## config.mk

```make
export PLATFORM = sky130hd
export DESIGN_NAME = adder_scheduler_flat
export DESIGN_NICKNAME = d
export VERILOG_FILES = /design/src/rtl/adder_scheduler_if.sv /design/src/rtl/adder_scheduler.sv /design/src/flat_wrapper.sv
export SDC_FILE = /design/constraint.sdc
export NUM_CORES = 1
export LEC_CHECK = 0
export ABC_AREA = 0
export BUFFER_PORTS_ARGS = -buffer_cell sky130_fd_sc_hd__buf_2
export CORE_MARGIN = 3
export CORE_UTILIZATION = 49
export DETAILED_ROUTE_END_ITERATION = 8
export PLACE_DENSITY = 0.75
export REMOVE_ABC_BUFFERS = 1
export SLEW_MARGIN = 20
export SYNTH_ARGS = -nofsm -noshare
export SYNTH_HDL_FRONTEND = slang
export SYNTH_SLANG_ARGS = --single-unit
```

## constraint.sdc

```tcl
create_clock -name clk -period 1.8 [get_ports clk]
set_input_delay 0.36 -clock clk [delete_from_list [all_inputs] [get_ports clk]]
set_output_delay 0.36 -clock clk [all_outputs]
set_load 0.01 [all_outputs]
```

## src/rtl/adder_scheduler_if.sv

```systemverilog
// adder_scheduler_if: client-side bundle of the adder scheduler.
//
// Handshake: a client raises req_i[k] with its operands on a_i/b_i[2k+1:2k]
// and holds them until gnt_o[k] pulses for one cycle; the operands are
// latched at that edge. The result is returned later with a one-cycle
// done_o[k] pulse, and result_o holds that sum until the next done_o.
//
// Signals:
//   req_i    [NREQ]    request per client
//   a_i, b_i [2*NREQ]  2-bit operand pairs, client k at [2k+1:2k]
//   gnt_o    [NREQ]    one-hot grant pulse
//   done_o   [NREQ]    one-hot completion pulse
//   result_o [3]       3-bit sum
//   busy_o             scheduler not idle
//   err_o              sticky adder-timeout flag
// Modports: master = client side, slave = scheduler side.
interface adder_scheduler_if #(
    parameter int NREQ = 4
);
    logic [NREQ-1:0]   req_i;
    logic [2*NREQ-1:0] a_i;
    logic [2*NREQ-1:0] b_i;
    logic [NREQ-1:0]   gnt_o;
    logic [NREQ-1:0]   done_o;
    logic [2:0]        result_o;
    logic              busy_o;
    logic              err_o;

    modport master (
        output req_i, a_i, b_i,
        input  gnt_o, done_o, result_o, busy_o, err_o
    );

    modport slave (
        input  req_i, a_i, b_i,
        output gnt_o, done_o, result_o, busy_o, err_o
    );
endinterface

```

## src/rtl/adder_scheduler.sv

```systemverilog
// adder_scheduler: round-robin arbiter sharing one bit-serial 2-bit adder
// among NREQ clients. Serializes the granted operand pair MSB-then-LSB into
// the adder, deserializes its 3-bit MSB-first sum and returns it with a
// completion pulse. An adder that does not answer within TIMEOUT samples
// sets a sticky error and the scheduler drains before serving again.
//
// Ports:
//   clk, rst             clock, asynchronous active-high reset
//   cli (slave)          client bundle, see adder_scheduler_if
//   add_en_o             start strobe to adder en_i (MSB cycle only)
//   add_ina_o/add_inb_o  serial operand bits to the adder
//   add_en_i/add_out_i   adder output-valid and serial sum bit
//   dbg_state            current FSM state encoding
module adder_scheduler #(
    parameter int NREQ    = 4,
    parameter int TIMEOUT = 4
) (
    input  logic             clk,
    input  logic             rst,
    adder_scheduler_if.slave cli,
    output logic             add_en_o,
    output logic             add_ina_o,
    output logic             add_inb_o,
    input  logic             add_en_i,
    input  logic             add_out_i,
    output logic [2:0]       dbg_state
);
    localparam int PW = $clog2(NREQ);
    localparam int TW = $clog2(TIMEOUT + 1);

    typedef enum logic [2:0] {
        DRAIN = 3'd0,
        IDLE  = 3'd1,
        LSB   = 3'd2,
        WAIT  = 3'd3,
        CAP1  = 3'd4,
        CAP0  = 3'd5
    } state_t;

    state_t          state_q, state_d;
    logic [2:0]      drain_q, drain_d;
    logic [TW-1:0]   tmo_q, tmo_d;
    logic [PW-1:0]   rr_q, rr_d;
    logic [PW-1:0]   cur_q, cur_d;
    logic [1:0]      op_a_q, op_a_d;
    logic [1:0]      op_b_q, op_b_d;
    logic [2:1]      sum_q, sum_d;
    logic [2:0]      result_q, result_d;
    logic [NREQ-1:0] gnt_q, gnt_d;
    logic [NREQ-1:0] done_q, done_d;
    logic            err_q, err_d;
    logic            en_q, en_d;
    logic            ina_q, ina_d;
    logic            inb_q, inb_d;
    logic            busy_q, busy_d;

    logic            win_found;
    logic [PW-1:0]   win_idx;

    // Round-robin pick: first set request strictly after the last winner,
    // wrapping, so the last winner has the lowest priority next time.
    always_comb begin
        win_found = 1'b0;
        win_idx   = '0;
        for (int i = 1; i <= NREQ; i++) begin
            if (!win_found && cli.req_i[PW'((int'(rr_q) + i) % NREQ)]) begin
                win_found = 1'b1;
                win_idx   = PW'((int'(rr_q) + i) % NREQ);
            end
        end
    end

    always_comb begin
        state_d  = state_q;
        drain_d  = drain_q;
        tmo_d    = tmo_q;
        rr_d     = rr_q;
        cur_d    = cur_q;
        op_a_d   = op_a_q;
        op_b_d   = op_b_q;
        sum_d    = sum_q;
        result_d = result_q;
        err_d    = err_q;
        gnt_d    = '0;
        done_d   = '0;
        en_d     = 1'b0;
        ina_d    = 1'b0;
        inb_d    = 1'b0;
        case (state_q)
            // The adder has no reset; give any in-flight transaction time
            // to finish before we start a new one.
            DRAIN: begin
                if (drain_q == 3'd5) state_d = IDLE;
                else                 drain_d = drain_q + 3'd1;
            end
            IDLE: begin
                if (win_found) begin
                    op_a_d  = cli.a_i[2*int'(win_idx) +: 2];
                    op_b_d  = cli.b_i[2*int'(win_idx) +: 2];
                    gnt_d   = NREQ'(1) << win_idx;
                    en_d    = 1'b1;
                    ina_d   = op_a_d[1];
                    inb_d   = op_b_d[1];
                    rr_d    = win_idx;
                    cur_d   = win_idx;
                    state_d = LSB;
                end
            end
            LSB: begin
                ina_d   = op_a_q[0];
                inb_d   = op_b_q[0];
                tmo_d   = '0;
                state_d = WAIT;
            end
            WAIT: begin
                if (add_en_i) begin
                    sum_d[2] = add_out_i;
                    state_d  = CAP1;
                end else if (tmo_q == TW'(TIMEOUT - 1)) begin
                    // Adder silent: report a zero result so the client is
                    // not left waiting, then drain.
                    err_d         = 1'b1;
                    done_d[cur_q] = 1'b1;
                    result_d      = 3'd0;
                    drain_d       = 3'd0;
                    state_d       = DRAIN;
                end else begin
                    tmo_d = tmo_q + TW'(1);
                end
            end
            CAP1: begin
                sum_d[1] = add_out_i;
                state_d  = CAP0;
            end
            CAP0: begin
                result_d      = {sum_q[2], sum_q[1], add_out_i};
                done_d[cur_q] = 1'b1;
                state_d       = IDLE;
            end
            default: begin
                drain_d = 3'd0;
                state_d = DRAIN;
            end
        endcase
        busy_d = (state_d != IDLE);
    end

    always_ff @(posedge clk or posedge rst) begin
        if (rst) begin
            state_q  <= DRAIN;
            drain_q  <= 3'd0;
            tmo_q    <= '0;
            rr_q     <= PW'(NREQ - 1);
            cur_q    <= '0;
            op_a_q   <= 2'd0;
            op_b_q   <= 2'd0;
            sum_q    <= 2'd0;
            result_q <= 3'd0;
            err_q    <= 1'b0;
            gnt_q    <= '0;
            done_q   <= '0;
            en_q     <= 1'b0;
            ina_q    <= 1'b0;
            inb_q    <= 1'b0;
            busy_q   <= 1'b1;
        end else begin
            state_q  <= state_d;
            drain_q  <= drain_d;
            tmo_q    <= tmo_d;
            rr_q     <= rr_d;
            cur_q    <= cur_d;
            op_a_q   <= op_a_d;
            op_b_q   <= op_b_d;
            sum_q    <= sum_d;
            result_q <= result_d;
            err_q    <= err_d;
            gnt_q    <= gnt_d;
            done_q   <= done_d;
            en_q     <= en_d;
            ina_q    <= ina_d;
            inb_q    <= inb_d;
            busy_q   <= busy_d;
        end
    end

    assign cli.gnt_o    = gnt_q;
    assign cli.done_o   = done_q;
    assign cli.result_o = result_q;
    assign cli.busy_o   = busy_q;
    assign cli.err_o    = err_q;
    assign add_en_o     = en_q;
    assign add_ina_o    = ina_q;
    assign add_inb_o    = inb_q;
    assign dbg_state    = state_q;
endmodule

```

## src/flat_wrapper.sv

```systemverilog
// flat-port wrapper written by rule: the top's interface ports become plain ports
module adder_scheduler_flat 
#(
    parameter int NREQ    = 4,
    parameter int TIMEOUT = 4
)
  (clk, rst, add_en_o, add_ina_o, add_inb_o, add_en_i, add_out_i, dbg_state, cli_req_i, cli_a_i, cli_b_i, cli_gnt_o, cli_done_o, cli_result_o, cli_busy_o, cli_err_o);
  adder_scheduler_if #(.NREQ(NREQ)) cli_i ();
  input  logic clk;
  input  logic rst;
  output logic add_en_o;
  output logic add_ina_o;
  output logic add_inb_o;
  input  logic add_en_i;
  input  logic add_out_i;
  output logic [2:0] dbg_state;
  input wire logic [$bits(cli_i.req_i)-1:0] cli_req_i;
  input wire logic [$bits(cli_i.a_i)-1:0] cli_a_i;
  input wire logic [$bits(cli_i.b_i)-1:0] cli_b_i;
  output wire logic [$bits(cli_i.gnt_o)-1:0] cli_gnt_o;
  output wire logic [$bits(cli_i.done_o)-1:0] cli_done_o;
  output wire logic [$bits(cli_i.result_o)-1:0] cli_result_o;
  output wire logic [$bits(cli_i.busy_o)-1:0] cli_busy_o;
  output wire logic [$bits(cli_i.err_o)-1:0] cli_err_o;
  assign cli_i.req_i = cli_req_i;
  assign cli_i.a_i = cli_a_i;
  assign cli_i.b_i = cli_b_i;
  assign cli_gnt_o = cli_i.gnt_o;
  assign cli_done_o = cli_i.done_o;
  assign cli_result_o = cli_i.result_o;
  assign cli_busy_o = cli_i.busy_o;
  assign cli_err_o = cli_i.err_o;
  adder_scheduler #(.NREQ(NREQ), .TIMEOUT(TIMEOUT)) u_core (.clk(clk), .rst(rst), .cli(cli_i), .add_en_o(add_en_o), .add_ina_o(add_ina_o), .add_inb_o(add_inb_o), .add_en_i(add_en_i), .add_out_i(add_out_i), .dbg_state(dbg_state));
endmodule
```

==> out/metrics.cfg <==
[status]
status=finished, final reports clean

[setup_path]
critPathRequiredTime_ns=2.02
worstPathMaxFanout=6
cp-startpoint=u_core.tmo_q[0]
crit_path_end=u_core.drain_q[0]
worstRegToRegCells=6
rr_startpoint=u_core.tmo_q[0]
rrSetupSlack_ns=0.14
crit_path_end_kind=flop
rr_endpoint=u_core.drain_q[0]
critPathArrivalTime_ns=1.88
cp-start-kind=flop
critPathKind=flop to flop

[floorplan]
core_area_um2=3100
dieWidth_um=63.5
dieArea_um2=4030
die_y_um=63.5
ios=43
start_util=0.521
fp-row-count=20

[clock_tree]
numCtsBuffers=5
tritoncts=done
cts_max_level=2
cts.path.max_buffers=2
path_clk_slew_ns=0.10
cts_root_buffer=clkbuf_4
clock_sinks=33
holdBufCountCts=0
clk_latency_ns=0.33

[timing]
maxSlewViolCount=0
finalSetupViolCount=0
clock_skew_ns=0.00509
period_needed_ns=1.66
hold_viol=0
slew_headroom=0.729
rsz0062_at_grt=false
tightest_slew_ns=0.403
max_freq_ghz=0.603
setup_tns_ns=0
period_share=0.922

[layout]
layout_common_cells=42 x buf_2, 30 x dfrtp_1, 22 x nand2_1
final_common_cell=buf_2
fin_cells=254
syn2layout_area_growth_pct=21.6
n_antenna_cell=0
layout-drive-gt1-share=0.343
final_nets=237

[run]
cap_violations=0

[logic_synthesis]
syn_area_per_cell_um2=10.2
synth_top_area_share=0.464
synthCells=158
syn_area_um2=1620
yosys_warnings=0
seq_area_frac_synth=0.513
synthTopCellsByArea=dfrtp_1 46%, nand2_1 5.1%, dfstp_2 4.9%
synth_top_area_cell=dfrtp_1
ys_ff_latch=33
ys_types=41

[routing]
drt_iter0_drc=79
first_pass_iters=5
wl_per_cell_um=13.2
viasPerCell=5.31
drtAntennaViolNets=0
drcViolationCount=0
vias=1350
routed_wl_um=3360

[placement]
io_buffer_count=42
dp_hpwl_um=2570
finalWeightedCongestion=0.772
placed_cells=243

[grt]
grt_pass1_vias=1279
antenna_found_initial=0
grt_pass1_wl_um=5600
track_usage=0.177
grt.overflow.total=0
grt_max_degree=34

[pwr]
ir_worst_vdd_uv=736
p_leak_uw=0.00101
p_per_area_nw_per_um2=1550

[worst_hold_path]
hold_path_class=primary input to asynchronous set/reset pin

## how the worst min path moves through the flow
stage | start | endpoint | slack, ns | cells past startpoint
floorplan | u_core.cur_q[0] | u_core.cli.done_o[2] | 0.43 | 1
global placement | u_core.cur_q[0] | u_core.cli.done_o[2] | 0.44 | 1
detailed placement | u_core.cur_q[0] | u_core.cli.done_o[2] | 0.44 | 1
CTS | rst | u_core.cli.result_o[1] | 0.1 | 3
global route | rst | u_core.cli.gnt_o[3] | 0.14 | 3
finish | rst | u_core.cli.gnt_o[2] | 0.1 | 3
## routing by layer
metal,vias up,GRT usage,part of all wire
met5,-,0,0
met4,0,0.0674,0.014
met3,8,0.0588,0.053
met2,36,0.296,0.49
met1,641,0.210,0.44
li1,665,-,-
## critical path: stages (launching register included)
cell and delay [ns]:
dfrtp_1 0.38, ha_1 0.16, ha_1 0.24, and3b_1 0.27
o31ai_2 0.09, a21o_1 0.17, mux2_2 0.26
## registers in the layout, indices dropped and copies added, names as in the netlist, 2 cells and up
name                 count
u_core.tmo_q             3
u_core.dbg_state         3
u_core.sum_q             2
u_core.cli.result_o      3
u_core.cli.done_o        4
u_core.cli.gnt_o         4
u_core.cur_q             2
u_core.drain_q           3
u_core.rr_q              2
## stage by stage
step / area [µm²] / setup WS [ns] / utilization / hold slack, ns / power [µW]
2_1_floorplan: 1570 / 0.178 / - / 0.427 / 2140
3_3_place_gp: 1880 / 0.148 / 0.606 / 0.438 / 2550
3_5_place_dp: 1880 / 0.0639 / 0.606 / 0.440 / 2630
4_1_cts: 1930 / 0.0477 / 0.623 / 0.0956 / 3020
5_1_grt: 1970 / 0.00360 / 0.634 / 0.137 / 3310
6_report: 1970 / 0.141 / 0.634 / 0.0983 / 3060
## cells by family (layout without fill, tap and decap cells)
kind of cell,count (synthesis),after routing,synth area share
buffers and inverters,14,65,0.0449
muxes,9,9,0.0580
and+or+nand+nor,62,63,0.192
adders and majority gates,4,4,0.0309
AOI/OAI and AO/OA,36,36,0.162
DFF,33,33,0.513
## what timing repair did
action,4_1_cts,5_1_grt
setup buffers,0,2
setup endpoints to repair,0,5
resized for setup,0,2
hold endpoints to repair,0,0
## cells in the mapped netlist, drive strengths merged
library cell,n
clkbuf,3
or2,1
o22a,1
o41ai,1
buf,4
a21boi,3
a31oi,2
mux2,3
dfstp,3
a21oi,3
o221ai,3
o2111ai,2
ha,4
nand3b,2
nand4b,1
a22oi,1
nand2,22
dfrtp,30
nor2,12
nor2b,4
o21ai,8
mux2i,6
and2,1
nor4,1
nor3,5
nand2b,6
and3b,2
o22ai,3
nand3,2
a21o,3
nor3b,2
a22o,1
o211ai,3
inv,7
a32o,1
o31ai,1
and3,1
## layout make-up
class / instances / area [µm²]
multi-input cells: 112 / 734
clock buffers: 6 / 41.3
inverters: 7 / 26.3
clock inverters: 2 / 10.0
well taps: 44 / 55.1
flip-flops and latches: 33 / 830
repair buffers: 50 / 270
fillers: 273 / 1140
## power breakdown
part / leakage [µW] / total (µW) / switching, µW / internal, µW
registers: 0.000426 / 1230 / 196 / 1040
logic: 0.000554 / 1430 / 786 / 649
clock network: 0.0000320 / 389 / 240 / 149
total: 0.00101 / 3060 / 1220 / 1840
Note: power is estimated with default switching activity, not from simulation.
